--- config.mk ---
export PLATFORM = sky130hd
export DESIGN_NAME = uart_frame_rx
export DESIGN_NICKNAME = d
export VERILOG_FILES = /design/src/rtl/uart_pkg.sv /design/src/rtl/uart_rx_byte.sv /design/src/rtl/uart_frame_rx.sv
export SDC_FILE = /design/constraint.sdc
export NUM_CORES = 1
export LEC_CHECK = 0
export ABC_CLOCK_PERIOD_IN_PS = 2390
export BUFFER_PORTS_ARGS = -buffer_cell sky130_fd_sc_hd__buf_2
export CORE_AREA = 2 2 111 70
export DETAILED_ROUTE_END_ITERATION = 10
export DIE_AREA = 0 0 113 72
export PLACE_DENSITY = 0.82
export SYNTH_ARGS = -nofsm -noshare
export SYNTH_HDL_FRONTEND = slang
export SYNTH_SLANG_ARGS = --single-unit
--- constraint.sdc ---
create_clock -name i_clk -period 2.39 [get_ports i_clk]
set_input_delay 0.1195 -clock i_clk [delete_from_list [all_inputs] [get_ports i_clk]]
set_output_delay 0.1195 -clock i_clk [all_outputs]
set_load 0.02 [all_outputs]
--- src/rtl/uart_pkg.sv ---
// Shared types and constants for the 5-byte UART command link
// (0x55 0x5A CMD DATA_H DATA_L). The transmit side reuses the header constants.
package uart_pkg;

  // Bit-level receive engine states
  typedef enum logic [2:0] {
    BS_IDLE,
    BS_START,
    BS_DATA,
    BS_PARITY,
    BS_STOP
  } bit_state_t;

  // Frame-level header hunt / field capture states
  typedef enum logic [2:0] {
    FS_HUNT,
    FS_GOT_HDR0,
    FS_CMD,
    FS_DH,
    FS_DL
  } frame_state_t;

  localparam logic [7:0] HDR0_DEFAULT = 8'h55;
  localparam logic [7:0] HDR1_DEFAULT = 8'h5A;

  // Clock cycles per serial bit (truncating integer division)
  function automatic int unsigned bit_cyc(input int unsigned clk_hz, input int unsigned bps);
    return clk_hz / bps;
  endfunction

endpackage

--- src/rtl/uart_rx_byte.sv ---
// Byte receiver: 2-flop input synchroniser plus start/data/parity/stop bit engine.
// Delivers one-cycle byte_valid or err pulses, registered one cycle after the stop sample.
module uart_rx_byte
  import uart_pkg::*;
#(
  parameter int unsigned BIT_CYC   = 434,
  parameter string       CHECK_BIT = "None"
) (
  input  logic       i_clk,
  input  logic       i_reset,
  input  logic       i_rxd,
  output logic [7:0] o_byte,
  output logic       o_byte_valid,
  output logic       o_err
);

  localparam bit          PAR_EN   = (CHECK_BIT != "None");
  localparam bit          PAR_ODD  = (CHECK_BIT == "Odd");
  localparam int unsigned HALF_CYC = BIT_CYC / 2;
  localparam int          CNT_W    = $clog2(BIT_CYC + 1);

  logic             sync1_q, sync2_q, prev_q;
  bit_state_t       state_q, state_d;
  logic [CNT_W-1:0] cnt_q, cnt_d;
  logic [2:0]       idx_q, idx_d;
  logic [7:0]       shift_q, shift_d;
  logic             par_q, par_d;
  logic [7:0]       byte_q, byte_d;
  logic             valid_q, valid_d;
  logic             err_q, err_d;

  logic half_done, bit_done, par_ok, fall_edge;

  assign half_done = (cnt_q == CNT_W'(HALF_CYC - 1));
  assign bit_done  = (cnt_q == CNT_W'(BIT_CYC - 1));
  assign fall_edge = prev_q && !sync2_q;
  // Odd: ones over data+parity is odd; Even: it is even; always OK without parity
  assign par_ok    = !PAR_EN || ((^{shift_q, par_q}) == PAR_ODD);

  // Synchroniser and edge-detect history, idle-high out of reset
  always_ff @(posedge i_clk) begin
    if (i_reset) begin
      sync1_q <= 1'b1;
      sync2_q <= 1'b1;
      prev_q  <= 1'b1;
    end else begin
      sync1_q <= i_rxd;
      sync2_q <= sync1_q;
      prev_q  <= sync2_q;
    end
  end

  // Bit engine state register
  always_ff @(posedge i_clk) begin
    if (i_reset) begin
      state_q <= BS_IDLE;
      cnt_q   <= '0;
      idx_q   <= '0;
      shift_q <= '0;
      par_q   <= 1'b0;
      byte_q  <= '0;
      valid_q <= 1'b0;
      err_q   <= 1'b0;
    end else begin
      state_q <= state_d;
      cnt_q   <= cnt_d;
      idx_q   <= idx_d;
      shift_q <= shift_d;
      par_q   <= par_d;
      byte_q  <= byte_d;
      valid_q <= valid_d;
      err_q   <= err_d;
    end
  end

  // Bit engine next state: sample mid-bit, LSB first; back to IDLE at stop midpoint
  always_comb begin
    state_d = state_q;
    cnt_d   = cnt_q;
    idx_d   = idx_q;
    shift_d = shift_q;
    par_d   = par_q;
    byte_d  = byte_q;
    valid_d = 1'b0;
    err_d   = 1'b0;
    case (state_q)
      BS_IDLE: begin
        cnt_d = '0;
        idx_d = '0;
        if (fall_edge) state_d = BS_START;
      end
      BS_START: begin
        if (half_done) begin
          cnt_d   = '0;
          // a line already back high at mid-start is a glitch
          state_d = sync2_q ? BS_IDLE : BS_DATA;
        end else begin
          cnt_d = cnt_q + CNT_W'(1);
        end
      end
      BS_DATA: begin
        if (bit_done) begin
          cnt_d   = '0;
          shift_d = {sync2_q, shift_q[7:1]};
          idx_d   = idx_q + 3'd1;
          if (idx_q == 3'd7) state_d = PAR_EN ? BS_PARITY : BS_STOP;
        end else begin
          cnt_d = cnt_q + CNT_W'(1);
        end
      end
      BS_PARITY: begin
        if (bit_done) begin
          cnt_d   = '0;
          par_d   = sync2_q;
          state_d = BS_STOP;
        end else begin
          cnt_d = cnt_q + CNT_W'(1);
        end
      end
      BS_STOP: begin
        if (bit_done) begin
          cnt_d   = '0;
          state_d = BS_IDLE;
          if (sync2_q && par_ok) begin
            valid_d = 1'b1;
            byte_d  = shift_q;
          end else begin
            err_d = 1'b1;
          end
        end else begin
          cnt_d = cnt_q + CNT_W'(1);
        end
      end
      default: state_d = BS_IDLE;
    endcase
  end

  assign o_byte       = byte_q;
  assign o_byte_valid = valid_q;
  assign o_err        = err_q;

endmodule

--- src/rtl/uart_frame_rx.sv ---
// Frame receiver: hunts for the two header bytes, captures CMD/DATA_H/DATA_L,
// and aborts a frame on a byte error or an inter-byte timeout.
module uart_frame_rx
  import uart_pkg::*;
#(
  parameter int unsigned CLK         = 50_000_000,
  parameter int unsigned BPS         = 115200,
  parameter string       CHECK_BIT   = "None",
  parameter logic [7:0]  HDR0        = HDR0_DEFAULT,
  parameter logic [7:0]  HDR1        = HDR1_DEFAULT,
  parameter int unsigned TIMEOUT_CYC = 50_000
) (
  input  logic        i_clk,
  input  logic        i_reset,
  input  logic        i_rxd,
  output logic [7:0]  o_byte,
  output logic        o_byte_valid,
  output logic [7:0]  o_cmd,
  output logic [15:0] o_data,
  output logic        o_valid,
  output logic        o_err
);

  localparam int unsigned BIT_CYC = bit_cyc(CLK, BPS);
  localparam int          TO_W    = $clog2(TIMEOUT_CYC + 1);

  logic [7:0] rx_byte;
  logic       rx_valid, rx_err;

  uart_rx_byte #(
    .BIT_CYC   (BIT_CYC),
    .CHECK_BIT (CHECK_BIT)
  ) u_rx_byte (
    .i_clk        (i_clk),
    .i_reset      (i_reset),
    .i_rxd        (i_rxd),
    .o_byte       (rx_byte),
    .o_byte_valid (rx_valid),
    .o_err        (rx_err)
  );

  frame_state_t    fstate_q, fstate_d;
  logic [7:0]      cmd_q, cmd_d;
  logic [7:0]      dh_q, dh_d;
  logic [7:0]      out_cmd_q, out_cmd_d;
  logic [15:0]     out_data_q, out_data_d;
  logic            valid_q, valid_d;
  logic            err_q, err_d;
  logic [TO_W-1:0] idle_q, idle_d;
  logic            timeout_hit;

  // Timeout fires when the idle count would reach TIMEOUT_CYC inside a frame
  assign timeout_hit = (fstate_q != FS_HUNT) && !rx_valid &&
                       (idle_q == TO_W'(TIMEOUT_CYC - 1));

  // Frame state and output registers
  always_ff @(posedge i_clk) begin
    if (i_reset) begin
      fstate_q   <= FS_HUNT;
      cmd_q      <= '0;
      dh_q       <= '0;
      out_cmd_q  <= '0;
      out_data_q <= '0;
      valid_q    <= 1'b0;
      err_q      <= 1'b0;
      idle_q     <= '0;
    end else begin
      fstate_q   <= fstate_d;
      cmd_q      <= cmd_d;
      dh_q       <= dh_d;
      out_cmd_q  <= out_cmd_d;
      out_data_q <= out_data_d;
      valid_q    <= valid_d;
      err_q      <= err_d;
      idle_q     <= idle_d;
    end
  end

  // Frame next state: errors and timeouts share one o_err pulse and force HUNT
  always_comb begin
    fstate_d   = fstate_q;
    cmd_d      = cmd_q;
    dh_d       = dh_q;
    out_cmd_d  = out_cmd_q;
    out_data_d = out_data_q;
    valid_d    = 1'b0;
    err_d      = rx_err || timeout_hit;
    idle_d     = (fstate_q == FS_HUNT || rx_valid) ? '0 : idle_q + TO_W'(1);
    if (rx_err || timeout_hit) begin
      fstate_d = FS_HUNT;
      idle_d   = '0;
    end else if (rx_valid) begin
      case (fstate_q)
        FS_HUNT: begin
          if (rx_byte == HDR0) fstate_d = FS_GOT_HDR0;
        end
        FS_GOT_HDR0: begin
          // a repeated HDR0 may be the real start of the header
          if (rx_byte == HDR1)      fstate_d = FS_CMD;
          else if (rx_byte == HDR0) fstate_d = FS_GOT_HDR0;
          else                      fstate_d = FS_HUNT;
        end
        FS_CMD: begin
          cmd_d    = rx_byte;
          fstate_d = FS_DH;
        end
        FS_DH: begin
          dh_d     = rx_byte;
          fstate_d = FS_DL;
        end
        FS_DL: begin
          out_cmd_d  = cmd_q;
          out_data_d = {dh_q, rx_byte};
          valid_d    = 1'b1;
          fstate_d   = FS_HUNT;
        end
        default: fstate_d = FS_HUNT;
      endcase
    end
  end

  assign o_byte       = rx_byte;
  assign o_byte_valid = rx_valid;
  assign o_cmd        = out_cmd_q;
  assign o_data       = out_data_q;
  assign o_valid      = valid_q;
  assign o_err        = err_q;

endmodule

Yosys cells after proc, flatten, opt, wreduce, memory -nomap -nowiden. Index checks and enable logic that the tools add are counted.

Register bits after elaboration: 97. Latch bits: 0. RAM bits: 0. Memory bits (read-only): 0. Input bits: 3. Output and inout bits: 35. Logic and storage cells: 91. Memories kept: 0.

Add/sub/neg operators: 3. Multiply operators: 0. Div/mod/pow operators: 0. $lt $le $gt $ge: 0. Equality and inequality tests: 21. Shift-type cells: 0. Mux-type cells: 20. Bitwise operators: 4. Reduce and logical (&&, ||, !) cells: 25.

Operators with widths (number): case mux 9 bit (3 select lines) (1); two-way mux 3 bit (8); two-way mux 9 bit (2); adder 16 x 1 -> 16 bit (second input constant) (1); equality test 16 bit (second input constant) (1); equality test 8 x 7 -> 1 bit (second input constant) (2); case mux 3 bit (5 select lines) (1); inequality test 2 x 1 -> 1 bit (second input constant) (7); equality test 3 x 2 -> 1 bit (second input constant) (4); case mux 3 bit (4 select lines) (1); AND reduction 3 bit (4); OR reduction 3 bit (4); adder 9 x 1 -> 9 bit (second input constant) (1); equality test 3 bit (second input constant) (3); equality test 9 x 8 -> 1 bit (second input constant) (1); equality test 9 bit (second input constant) (1); equality test 3 x 1 -> 1 bit (second input constant) (2); logical NOT 3 bit (2); case mux 3 bit (2 select lines) (1); AND reduction 2 bit (3); AND reduction 6 bit (1); nonzero test 3 bit (2); two-way mux 1 bit (4); two-way mux 2 bit (2); other kinds (7) (14).

Depth between registers and ports, before layout.
Depth after elaboration: 6. Gate-level depth with buffers: 7. Depth with buffers taken out: 6.

By module. A second synthesis with hierarchy kept.

Cells, all modules: 447. Area total of the unflattened synthesis: 4050.1 um^2.

By module, submodules not included: uart_frame_rx (instances 1, cells an instance 267, area each 2377.3 um^2); uart_rx_byte (instances 1, cells an instance 180, area each 1672.9 um^2).

Worst setup path after synthesis. Ideal clock, no wire load.

Path type: register to register. Start: reg u_rx_byte.cnt_q[0]. End: reg u_rx_byte.state_q[1]. Setup time: 121 ps. Arrival time: 1629 ps. Data required time: 2269 ps. Setup slack: 640 ps. Cell stages (with the launch flop): 7. Buffers on the path: 0. Clock period less this slack: 1750 ps. Cells stage by stage: dfxtp_1 inv_1 ha_1 nor4b_1 a41oi_2 nor3_2 mux2_2.

Longest elaborated chain between the ends: 3. Elaborated cells on any way between the ends: 7. Those cells by class: 6 x eq/ne; 1 x reduce/logical.

Ends and longest elaborated chain: from (decl) (line uart_rx_byte.sv:24) `logic [CNT_W-1:0] cnt_q, cnt_d;`; from (signal assigned) (line uart_rx_byte.sv:66) `cnt_q <= cnt_d;`; equality test 9 bit / equality test 9 x 8 -> 1 bit (equally long branches) (line uart_rx_byte.sv:35, uart_rx_byte.sv:34); inequality test 2 x 1 -> 1 bit (no line); AND reduction 6 bit (no line) (*); to (signal assigned) (line uart_rx_byte.sv:65) `state_q <= state_d;`; to (decl) (line uart_rx_byte.sv:23) `bit_state_t state_q, state_d;`.

Every way passes the cells marked *; elsewhere a longest branch is shown, timed or not. A chain may end at the register's enable or synchronous reset.

Worst setup path in the final report.
Start: reg idle_q[4]. End: reg idle_q[8].

Longest elaborated chain between the ends: 4. Elaborated cells on any way between the ends: 5. Those cells by class: 1 x add/sub; 1 x eq/ne; 3 x reduce/logical.

Ends and longest elaborated chain: from (decl) (line uart_frame_rx.sv:49) `logic [TO_W-1:0] idle_q, idle_d;`; from (signal assigned) (line uart_frame_rx.sv:75) `idle_q <= idle_d;`; branches (longest 4 deep; another with adder 16 x 1 -> 16 bit).

Parallel ways; which one is timed is not known.

==> impl_metrics.env <==
export IMPL_synth_cells=438
export IMPL_num_fill_cells=586
export IMPL_finalMaxSlewViolations=0
export IMPL_yosysSeqAreaShare_pct=48.7
export IMPL_fp_dieW_um=113
export IMPL_grt_ovfl_total=0
export IMPL_max_cap_viol_count=0
export IMPL_holdPathStages=2
export IMPL_routabilityCongestion=0.845
export IMPL_cts_buffers=9
export IMPL_syn_num_nets=447
export IMPL_ys_types=52
export IMPL_start_kind="flop"
export IMPL_rows=24
export IMPL_syn_avg_cell_area_sq_um=9.10
export IMPL_top_usage_layer="met2"
export IMPL_clkSinkCount=97
export IMPL_outcome="complete, but fails checks"
export IMPL_fin_tns_setup_ns=0
export IMPL_h_tree_depth=3
export IMPL_ys_top_cells_by_area="dfxtp_1 (49%), mux2i_1 (8.5%), nor2_1 (5.9%), nand2_1 (5.8%), a21oi_1 (4.5%)"
export IMPL_syn_area_sq_um=3990
export IMPL_grt_use_met1_pct=30.4
export IMPL_cts_resized=0
export IMPL_drtPass1Iterations=8
export IMPL_fin_crit_ns=2.10
export IMPL_viasPerCell=5.55
export IMPL_post_route_period_util_pct=87.8
export IMPL_clk_insertion_delay_late_ns=0.35
export IMPL_cts_root_buf="clkbuf_16"
export IMPL_utilization_pct=63.7
export IMPL_synth_flop_cell="dfxtp_1"
export IMPL_design_core_area_sq_um=7090
export IMPL_synth_common_cells="dfxtp_1 (97), nor2_1 (63), nand2_1 (62), a21oi_1 (36), mux2i_1 (34)"
export IMPL_initialDrtViolationCount=242
export IMPL_setup_violations=0
export IMPL_routed_wl_um=8210
export IMPL_fin_nets=480
export IMPL_clkTransAtPathRegs_ns=0.06
export IMPL_io_pins=38
export IMPL_vias=3146
export IMPL_grt_pass1_wl_um=13800
export IMPL_tightest_slew_ns=0.646
export IMPL_rsz0062_at_grt="no"
export IMPL_ys_ff_latch=97
export IMPL_grt_use_met3_pct=7.77
export IMPL_gr_usage_met2_pct=32.1
export IMPL_drive_gt1_share_pct=15.3
export IMPL_drc=4
export IMPL_required_ns=2.60
export IMPL_fmax_mhz=477
export IMPL_ant_nets=0
export IMPL_hold_class="in -> reg"
export IMPL_cp_arrival_ns=2.31
export IMPL_port_buffer_count=37
export IMPL_wire_per_inst_um=14.5
export IMPL_async_flop_share_pct=0
export IMPL_cts_tree="done"
export IMPL_dpl_hpwl_um=5630
export IMPL_power_density_nw_per_um2=668
export IMPL_hold_viol=0
export IMPL_n_antenna_cell=0
export IMPL_dieArea_sq_um=8140
export IMPL_leakage_nw=1.81
export IMPL_whs_ns=0.0936
export IMPL_synth_top_area_share_pct=48.7
export IMPL_synth_warnings=0
export IMPL_synth_largest_area_cell="dfxtp_1"
export IMPL_antenna_found_initial=0
export IMPL_worstSetupEndpointType="flop"
export IMPL_ir_drop_v=0.000406
export IMPL_relSlewSlack_pct=56.3
export IMPL_grt_usage_pct=21.7
export IMPL_r2r_cells=4
export IMPL_grt_max_degree=55
export IMPL_fin_total_pwr_mw=3.01
export IMPL_die_h_um=72
export IMPL_cts_buffer_depth=2
export IMPL_violations="design-rule violations"
export IMPL_crit_type="reg -> reg"
export IMPL_start_util_pct=56.3
export IMPL_synth_most_common_cell="dfxtp_1"
export IMPL_grt_pass1_vias=2813
export IMPL_path_max_fanout=16
export IMPL_final_cell_area_sq_um=4510
export IMPL_syn2layout_area_growth_pct=13.2
export IMPL_place_area_sq_um=4230
export IMPL_final_setup_skew_ns=0.00882
export IMPL_synth_edff_count=0
worst max-delay path, cell delays in order (launching register included):
cell and delay [ns]:
dfxtp_1 0.35, or4b_2 0.68, nor4_2 0.28, or4b_1 0.53
nor2_1 0.12
sequential cells by signal, summed over array words and instances (netlist names):
| signal | flops |
|---|---|
| idle_q | 16 |
| o_data | 16 |
| u_rx_byte.cnt_q | 9 |
| cmd_q | 8 |
| dh_q | 8 |
| o_cmd | 8 |
| u_rx_byte.o_byte | 8 |
| u_rx_byte.shift_q | 8 |
| fstate_q | 3 |
| u_rx_byte.idx_q | 3 |
| u_rx_byte.state_q | 3 |
| o_err | 1 |
| o_valid | 1 |
| u_rx_byte.o_byte_valid | 1 |
| u_rx_byte.o_err | 1 |
| u_rx_byte.prev_q | 1 |
| u_rx_byte.sync1_q | 1 |
| u_rx_byte.sync2_q | 1 |
layout make-up:
type	count	area, sq um	area share, %
clock buffer	14	264	5.85
clock inverter	2	12.5	0.277
inverter	4	15.0	0.333
multi-input combinational	314	1920	42.5
sequential	97	1940	43.0
tap	91	114	2.52
timing repair buffer	45	248	5.49
placed cells by master (no fill, tap or decap), types with 2 or more instances in the layout:
master | netlist | routed
dfxtp_1 | 97 | 97
nor2_1 | 63 | 63
nand2_1 | 62 | 62
buf_2 | 5 | 37
a21oi_1 | 36 | 36
mux2i_1 | 34 | 34
nand3_1 | 11 | 11
clkbuf_16 | 0 | 9
xnor2_1 | 8 | 8
buf_4 | 0 | 7
nand4_1 | 6 | 6
xor2_1 | 6 | 6
ha_1 | 6 | 6
or2_2 | 5 | 5
nor3_1 | 5 | 5
nor3b_1 | 5 | 5
inv_1 | 4 | 4
and2_1 | 4 | 4
o22ai_1 | 4 | 4
nor2b_1 | 4 | 4
o21ai_0 | 4 | 4
a211oi_1 | 4 | 4
nand2b_1 | 3 | 3
nand4b_1 | 3 | 3
o21a_1 | 3 | 3
nor4_1 | 3 | 3
nor4bb_1 | 3 | 3
clkbuf_1 | 15 | 3
nand4bb_1 | 2 | 2
and3_1 | 2 | 2
o31ai_1 | 2 | 2
or4_1 | 2 | 2
or4b_1 | 2 | 2
nor4b_1 | 3 | 2
or3_1 | 2 | 2
mux2_2 | 2 | 2
clkbuf_8 | 0 | 2
where the power goes:
part	leakage, nW	internal, mW	switching [mW]	total (mW)
sequential	0.782	1.62	0.00492	1.63
clock	0.133	0.761	0.579	1.34
combinational	0.894	0.0150	0.0333	0.0483
cells by family (layout without fill, tap and decap cells):
logic type      after synthesis  in the layout  share of synthesized area, %
compound gates               60             60                          9.10
xor+xnor                     14             14                          3.08
fa+ha+maj                     6              6                          1.88
buf+inv                      27             65                          3.33
flops                        97             97                          48.7
mux                          36             36                          9.10
simple gates                198            198                          24.8
path summary, 6_finish.rpt:
path	start	to	slack [ns]
setup / recovery	idle_q[4]$_SDFF_PP0_	idle_q[8]$_SDFF_PP0_	0.29
hold / removal	i_reset	u_rx_byte.idx_q[1]$_SDFFE_PP0P_	0.09
setup reg to reg	idle_q[4]$_SDFF_PP0_	idle_q[8]$_SDFF_PP0_	0.29
hold reg to reg	u_rx_byte.sync1_q$_SDFF_PP1_	u_rx_byte.sync2_q$_SDFF_PP1_	0.42
metrics by stage:
| step | std cells | worst slack, ns |
|---|---|---|
| detailed placement | 550 | 0.320 |
| CTS | 567 | 0.292 |
| floorplan | 438 | 0.640 |
| global placement | 550 | 0.372 |
| finish | 567 | 0.292 |
| global route | 567 | 0.179 |
per-layer routing:
layer	part of all wire [%]	up-vias
li1	-	1580
met1	49	1496
met2	44	63
met3	5.6	7
met4	0.91	0
met5	0	-
what timing repair did:
| item | 4_1_cts | 5_1_grt |
|---|---|---|
| buffers inserted | 0 | 0 |
| endpoints found under the setup margin | 0 | 0 |
| hold buffers | 1 | 0 |
| endpoints found under the hold margin | 1 | 0 |
Note: power is estimated with default switching activity, not from simulation.
